===== src/rtl/draw_line_arbiter_pkg.sv =====
// Shared definitions for the draw-line arbiter and the other draw blocks.
package draw_line_arbiter_pkg;

    // Default coordinate width used by the draw blocks.
    localparam int CORDW_DEF = 16;

    // Arbiter sequencing states.
    typedef enum logic [1:0] {
        IDLE  = 2'd0,
        START = 2'd1,
        WAIT  = 2'd2
    } arb_state_e;

    // Signed screen coordinate.
    typedef logic signed [CORDW_DEF-1:0] coord_t;

endpackage


===== src/rtl/draw_line_arbiter_rr_pick.sv =====
// Combinational round-robin picker: first set request strictly after
// last_grant_i, wrapping around. Reusable by any shared engine.
module rr_pick #(
    parameter int REQS = 4,
    parameter int IDW  = $clog2(REQS)
) (
    input  logic [REQS-1:0] req_i,
    input  logic [IDW-1:0]  last_grant_i,
    output logic [IDW-1:0]  winner_o,
    output logic            valid_o
);

    logic [IDW-1:0] idx;

    // Scan offsets from farthest to nearest so the nearest set bit wins.
    always_comb begin
        winner_o = '0;
        valid_o  = 1'b0;
        idx      = '0;
        for (int i = REQS; i >= 1; i--) begin
            idx = IDW'((int'(last_grant_i) + i) % REQS);
            if (req_i[idx]) begin
                winner_o = idx;
                valid_o  = 1'b1;
            end
        end
    end

endmodule


===== src/rtl/draw_line_arbiter.sv =====
// Round-robin scheduler sharing one line engine between REQS requesters.
// Handshake: a requester holds req high until it sees its one-cycle ack,
// at which point its endpoints are latched; its one-cycle req_done follows
// once the engine reports done. eng_start is a one-cycle pulse to the engine.
module draw_line_arbiter
    import draw_line_arbiter_pkg::*;
#(
    parameter int CORDW = 16,
    parameter int REQS  = 4,
    parameter int IDW   = $clog2(REQS)
) (
    input  logic                    clk,
    input  logic                    rst,
    input  logic [REQS-1:0]         req,
    input  logic [REQS*CORDW-1:0]   req_x0,
    input  logic [REQS*CORDW-1:0]   req_y0,
    input  logic [REQS*CORDW-1:0]   req_x1,
    input  logic [REQS*CORDW-1:0]   req_y1,
    output logic [REQS-1:0]         ack,
    output logic [REQS-1:0]         req_done,
    output logic                    eng_start,
    output logic signed [CORDW-1:0] eng_x0,
    output logic signed [CORDW-1:0] eng_y0,
    output logic signed [CORDW-1:0] eng_x1,
    output logic signed [CORDW-1:0] eng_y1,
    input  logic                    eng_done,
    output logic [IDW-1:0]          grant_id,
    output logic                    busy,
    output arb_state_e              dbg_state
);

    arb_state_e              state_q, state_d;
    logic [IDW-1:0]          grant_q, grant_d;
    logic [IDW-1:0]          last_grant_q, last_grant_d;
    logic [REQS-1:0]         ack_q, ack_d;
    logic [REQS-1:0]         done_q, done_d;
    logic                    start_q, start_d;
    logic                    busy_q, busy_d;
    logic signed [CORDW-1:0] x0_q, x0_d, y0_q, y0_d, x1_q, x1_d, y1_q, y1_d;

    logic [IDW-1:0]          win;
    logic                    win_valid;
    logic signed [CORDW-1:0] win_x0, win_y0, win_x1, win_y1;

    rr_pick #(
        .REQS (REQS),
        .IDW  (IDW)
    ) u_pick (
        .req_i        (req),
        .last_grant_i (last_grant_q),
        .winner_o     (win),
        .valid_o      (win_valid)
    );

    // Select the winner's endpoint slices.
    always_comb begin
        win_x0 = '0;
        win_y0 = '0;
        win_x1 = '0;
        win_y1 = '0;
        for (int i = 0; i < REQS; i++) begin
            if (win == IDW'(i)) begin
                win_x0 = req_x0[i*CORDW +: CORDW];
                win_y0 = req_y0[i*CORDW +: CORDW];
                win_x1 = req_x1[i*CORDW +: CORDW];
                win_y1 = req_y1[i*CORDW +: CORDW];
            end
        end
    end

    // Next-state and output logic; pulses default low every cycle.
    always_comb begin
        state_d      = state_q;
        grant_d      = grant_q;
        last_grant_d = last_grant_q;
        ack_d        = '0;
        done_d       = '0;
        start_d      = 1'b0;
        busy_d       = busy_q;
        x0_d         = x0_q;
        y0_d         = y0_q;
        x1_d         = x1_q;
        y1_d         = y1_q;
        case (state_q)
            IDLE: begin
                if (win_valid) begin
                    grant_d = win;
                    x0_d    = win_x0;
                    y0_d    = win_y0;
                    x1_d    = win_x1;
                    y1_d    = win_y1;
                    ack_d   = REQS'(1) << win;
                    busy_d  = 1'b1;
                    state_d = START;
                end
            end
            START: begin
                start_d = 1'b1;
                state_d = WAIT;
            end
            WAIT: begin
                // A done coinciding with our own start pulse is not trusted.
                if (eng_done && !start_q) begin
                    done_d       = REQS'(1) << grant_q;
                    last_grant_d = grant_q;
                    busy_d       = 1'b0;
                    state_d      = IDLE;
                end
            end
            default: begin
                state_d = IDLE;
            end
        endcase
    end

    // State and output registers; reset aborts any line in flight.
    always_ff @(posedge clk or posedge rst) begin
        if (rst) begin
            state_q      <= IDLE;
            grant_q      <= '0;
            last_grant_q <= IDW'(REQS-1);
            ack_q        <= '0;
            done_q       <= '0;
            start_q      <= 1'b0;
            busy_q       <= 1'b0;
            x0_q         <= '0;
            y0_q         <= '0;
            x1_q         <= '0;
            y1_q         <= '0;
        end else begin
            state_q      <= state_d;
            grant_q      <= grant_d;
            last_grant_q <= last_grant_d;
            ack_q        <= ack_d;
            done_q       <= done_d;
            start_q      <= start_d;
            busy_q       <= busy_d;
            x0_q         <= x0_d;
            y0_q         <= y0_d;
            x1_q         <= x1_d;
            y1_q         <= y1_d;
        end
    end

    assign ack       = ack_q;
    assign req_done  = done_q;
    assign eng_start = start_q;
    assign eng_x0    = x0_q;
    assign eng_y0    = y0_q;
    assign eng_x1    = x1_q;
    assign eng_y1    = y1_q;
    assign grant_id  = grant_q;
    assign busy      = busy_q;
    assign dbg_state = state_q;

endmodule


===== config.mk =====
export PLATFORM = sky130hd
export DESIGN_NAME = draw_line_arbiter
export DESIGN_NICKNAME = d
export VERILOG_FILES = /design/src/rtl/draw_line_arbiter_pkg.sv /design/src/rtl/draw_line_arbiter_rr_pick.sv /design/src/rtl/draw_line_arbiter.sv
export SDC_FILE = /design/constraint.sdc
export NUM_CORES = 1
export LEC_CHECK = 0
export CAP_MARGIN = 20
export CORE_AREA = 2 2 131 133
export DETAILED_ROUTE_END_ITERATION = 8
export DIE_AREA = 0 0 133 135
export GPL_TIMING_DRIVEN = 0
export HOLD_SLACK_MARGIN = 0.02
export PLACE_DENSITY = 0.76
export SYNTH_ARGS = -nofsm -noshare
export SYNTH_HDL_FRONTEND = slang
export SYNTH_HIERARCHICAL = 1
export SYNTH_SLANG_ARGS = --single-unit
export TNS_END_PERCENT = 1

===== constraint.sdc =====
create_clock -name clk -period 7.26 [get_ports clk]
set_input_delay 0.726 -clock clk [delete_from_list [all_inputs] [get_ports clk]]
set_output_delay 0.726 -clock clk [all_outputs]
set_load 0.03 [all_outputs]

# After elaboration in Yosys (flattened, before gate mapping)
# Index checks and enable logic that the tools add are counted.
# totals
register_bits	80
# classes
n_addsub	4
order_cmp	4
n_eq_ne	7
n_shift	2
mux	43
reduce_logical	9
# ops
operator	n
$mux W16	16
$mux W4	4
$lt A2 B3 Y1 const B	4
$mux W2	6
$mux W1	11
$bmux W1 S2	4
$shl A1 B2 Y4 const A	2
$eq A2 B2 Y1 const B	3
$pmux W2 S3	1
$reduce_and A2 Y1	3
$add A2 B1 Y2 const B	2
$add A2 B2 Y2 const B	2
$eq A2 B1 Y1 const B	2
$logic_not A2 Y1	2
$reduce_and A3 Y1	1
$ne A2 B1 Y1 const B	1
$ne A2 B2 Y1 const B	1
$pmux W1 S2	1
$reduce_bool A2 Y1	1
$logic_and A1 B1 Y1	1
$logic_not A1 Y1	1

# Longest topological paths before layout
# logic_depth
word_depth	12
depth_mapped	8

# Hierarchy
# The synthesis kept the hierarchy.
# by_module_without_submodules
mod	n_inst	cells_per_inst	area_each_um2	seq_area_each_um2
draw_line_arbiter	1	255	4516.8	2004.4
rr_pick	1	14	91.3	0.0

# Worst setup path after synthesis
# Ideal clock, no wire load.
# synth_path
kind	input-to-reg
start	input port req[2]
end	register x0_q[0], in the netlist eng_x0[0]
arrival_time_ps	2321
path_slack_ps	4815
stages	7
n_path_buf	2
path_cell_list	and2b_1 a21oi_2 o221ai_2 buf_6 buf_2 mux4_2 mux2_2
# synth_between
elab_chain_len	11
# synth_lines
element	line_no	rtl
from (decl)	draw_line_arbiter.sv:14	input logic [REQS-1:0] req,
$bmux W1 S2	draw_line_arbiter_rr_pick.sv:22	if (req_i[idx]) begin
$mux W1 (not written as such)	draw_line_arbiter_rr_pick.sv:22	
$mux W2 (3 in a row)	draw_line_arbiter_rr_pick.sv:22	
$mux W2 (*)	draw_line_arbiter_rr_pick.sv:22	
via win[0]	draw_line_arbiter.sv:41	logic [IDW-1:0] win;
$logic_not A2 Y1	draw_line_arbiter.sv:62	if (win == IDW'(i)) begin
$mux W16 (3 in a row)	draw_line_arbiter.sv:62	
$mux W16 (*)	draw_line_arbiter.sv:62	
to (signal assigned)	draw_line_arbiter.sv:126	x0_q <= '0;
to (signal assigned)	draw_line_arbiter.sv:138	x0_q <= x0_d;
to (decl)	draw_line_arbiter.sv:39	logic signed [CORDW-1:0] x0_q, x0_d, y0_q, y0_d, x1_q, x1_d, y1_q, y1_d;
# Mark *: on every way through the listed nets, which the timed path passes. The rest lies on a longest branch. The select of a mux whose other input is x is not followed.
# A chain may end at the register's enable or synchronous reset.

# Final worst setup path
# layout_path
start	input port req[1]
end	register x0_q[15], in the netlist eng_x0[15]
# Same word-level chain as after synthesis.

==> results.ini <==
[finish]
final_common_cell=clkdlybuf4s50_1
stdcell_count=846
final_util_pct=52.6
drive_gt1_share_pct=27.5
n_fill_cell=1353
regArea_mm2=0.00200
mostFrequentLayoutCells=clkdlybuf4s50_1, dfrtp_1, mux4_2
antenna_cells=0
syn2layout_area_growth_pct=87.4
final_nets=884
multi_input_area_mm2=0.00244

[sta]
layout_setup_ws_ns=4.29
tns_ns=0
drv_slew=0
relSlewSlack_pct=60.7
worst_slew_pin_slew_ns=0.589
fin_crit_sh_pct=40.9
fmax_mhz=337
setup_viol=0
fin_worst_skew_ns=0.00889
hold_viol=0
min_period_ns=2.97
rsz0062_at_grt=false

[global_routing]
antenna_found_initial=0
overflow=0
grt_max_degree=45
grt_pass1_vias=4478
grt_usage_pct=18.1
grt_pass1_wl_mm=24.8

[yosys]
synth_seq_cells=80
synth-seq-area-share_pct=43.5
ys_top_cells_by_area=dfrtp_1, mux4_2, mux2_2
synth_warnings=6
yosys.area.top_type=dfrtp_1
synth_fp_nets=532
synth_ff_type=dfrtp_1
netlist_area_mm2=0.00461
synthCells=269
synth_top_area_share_pct=42.4
synth_compound_area_share_pct=1.19
syn-mean-instance-area_um2=17.1
synthArstFlopShare_pct=100
synth_fa_ha_area_share_pct=0
ys_types=26
synthMuxAreaShare_pct=48.9
synth_edf_count=0
synth_top_family_by_area=multiplexers
synthSimpleGateAreaFrac_pct=2.74
synth_xor_area_share_pct=0

[detailed_routing]
initialDrtViolationCount=136
routed_wl_mm=16.3
via_per_inst=4.75
remaining_drc_errors=0
ant_nets=0
vias=4016
firstDrtPassIters=4
wl_per_cell_um=19.2

[die]
die_y_um=135
die_x_um=133
rows=47
die_area_mm2=0.0180
start_util_pct=28.1
core_mm2=0.0164
ioPinCount=341

[setup_path]
required_ns=7.49
slowest_delay_ns=0.48
crit_fanout=10
worstPathArrival_ns=3.20
cp_top_family=buffers and inverters
cp_slowest_cell=clkdlybuf4s50_1
path_buf_inv=4
cp-end-kind=flip-flop
crit_chain=clkdlybuf4s50_1 -> a21oi_1 -> a31oi_1 -> a21oi_1 -> clkbuf_1 -> buf_2 -> buf_2 -> mux4_2 -> mux2_2
start_kind=input pin
crit_type=input pin to flip-flop

[pwr]
p_int_mw=2.08
pwr_density_cell_mw_per_mm2=391
vdd_drop_max_mv=0.168
pwr-share-seq_pct=23.8
swShare_pct=38.4
leakage_nw=3.34
switching_power_mw=1.30
fin_total_pwr_mw=3.38
pwr-share-comb_pct=61.4
clkPwrFrac_pct=14.7

[placement]
gp_congestion=0.899
io_buffers=340
place.detailed.hpwl_mm=13.3
dp_cells=830
dp_slack_ns=3.86

[clock_tree]
postCtsSetupBuffers=0
cts_hold_buf=0
cts_tree=yes
clock-sinks=80
cts_made_buffers=9
ctsResizeCount=0
root_buffer=clkbuf_16
cts_max_level=3
clkLatencyLatePin_ns=0.34
clkTransAtPathRegs_ns=0.07
clockBufferDepth=2

[flow_run]
maxCapViolCount=0

[min_path]
hold_path_class=flip-flop to flip-flop

[outcome]
status=complete, no violations

power by group through the flow:
stage	clock, mW	combinational [mW]	sequential, mW
after floorplan	0	0.910	1.21
after global placement	0	2.07	0.800
after detailed placement	0	2.11	0.813
after CTS	0.514	2.12	0.809
after global routing	0.533	2.20	0.836
final	0.498	2.08	0.806
registers in the layout, summed over array words and instances (netlist names):
signal,flops
busy,1
eng_y0,16
ack,4
dbg_state,2
eng_x1,16
eng_y1,16
last_grant_q,2
eng_x0,16
eng_start,1
grant_id,2
req_done,4
metrics by stage:
| step | hold WS [ns] | area, um^2 |
|---|---|---|
| floorplan | 0.624 | 4610 |
| global placement | 0.464 | 8290 |
| global route | 0.524 | 8640 |
| detailed placement | 0.486 | 8310 |
| CTS | 0.502 | 8640 |
| finish | 0.495 | 8640 |
per-layer routing:
layer	vias up	global-route usage, %	share of wire (%)
met5	-	0	0
met4	0	5.26	1.8
met3	19	5.59	8.1
met2	218	33.8	53
met1	1996	19.9	37
li1	1783	-	-
kinds of logic after synthesis:
| group | after synthesis |
|---|---|
| AOI/OAI and AO/OA | 7 |
| buffers and inverters | 29 |
| muxes | 133 |
| DFF | 80 |
| and+or+nand+nor | 20 |
synth_stat cells (all sizes together), types with 2 or more instances:
master and count:
a21o 2, a21oi 3, and3b 2, buf 18, clkbuf 7, dfrtp 78, dfstp 2, inv 4
mux2 68, mux4 64, nand2b 4, nor2 2, nor2b 2, nor3 4, nor3b 2
worst register-to-register path, cell delays in order (launching register included):
cell      delay [ns]
dfstp_2         0.59
a31oi_1         0.11
a21oi_1         0.13
clkbuf_1        0.41
buf_2           0.35
buf_2           0.28
mux4_2          0.34
mux2_2          0.28
worst paths after layout:
check	cells past startpoint	to	start	slack (ns)
max	9	eng_x0[15]	req[1]	4.29
min	1	busy	busy	0.50
max reg2reg	7	eng_x0[15]	last_grant_q[1]	4.67
min reg2reg	1	busy	busy	0.50
max in group asynchronous	3	last_grant_q[1]	rst	5.85
min in group asynchronous	2	eng_y0[2]	rst	0.75
area by class of cell:
cell class / count / share of cell area (%)
Clock inverter: 7 / 1.17
Tap cell: 220 / 3.19
Multi-Input combinational cell: 160 / 28.2
Sequential cell: 80 / 23.2
Buffer: 25 / 1.77
Clock buffer: 9 / 2.61
Inverter: 4 / 0.203
Timing Repair Buffer: 341 / 39.6
Power figures use the tool's default switching activity.
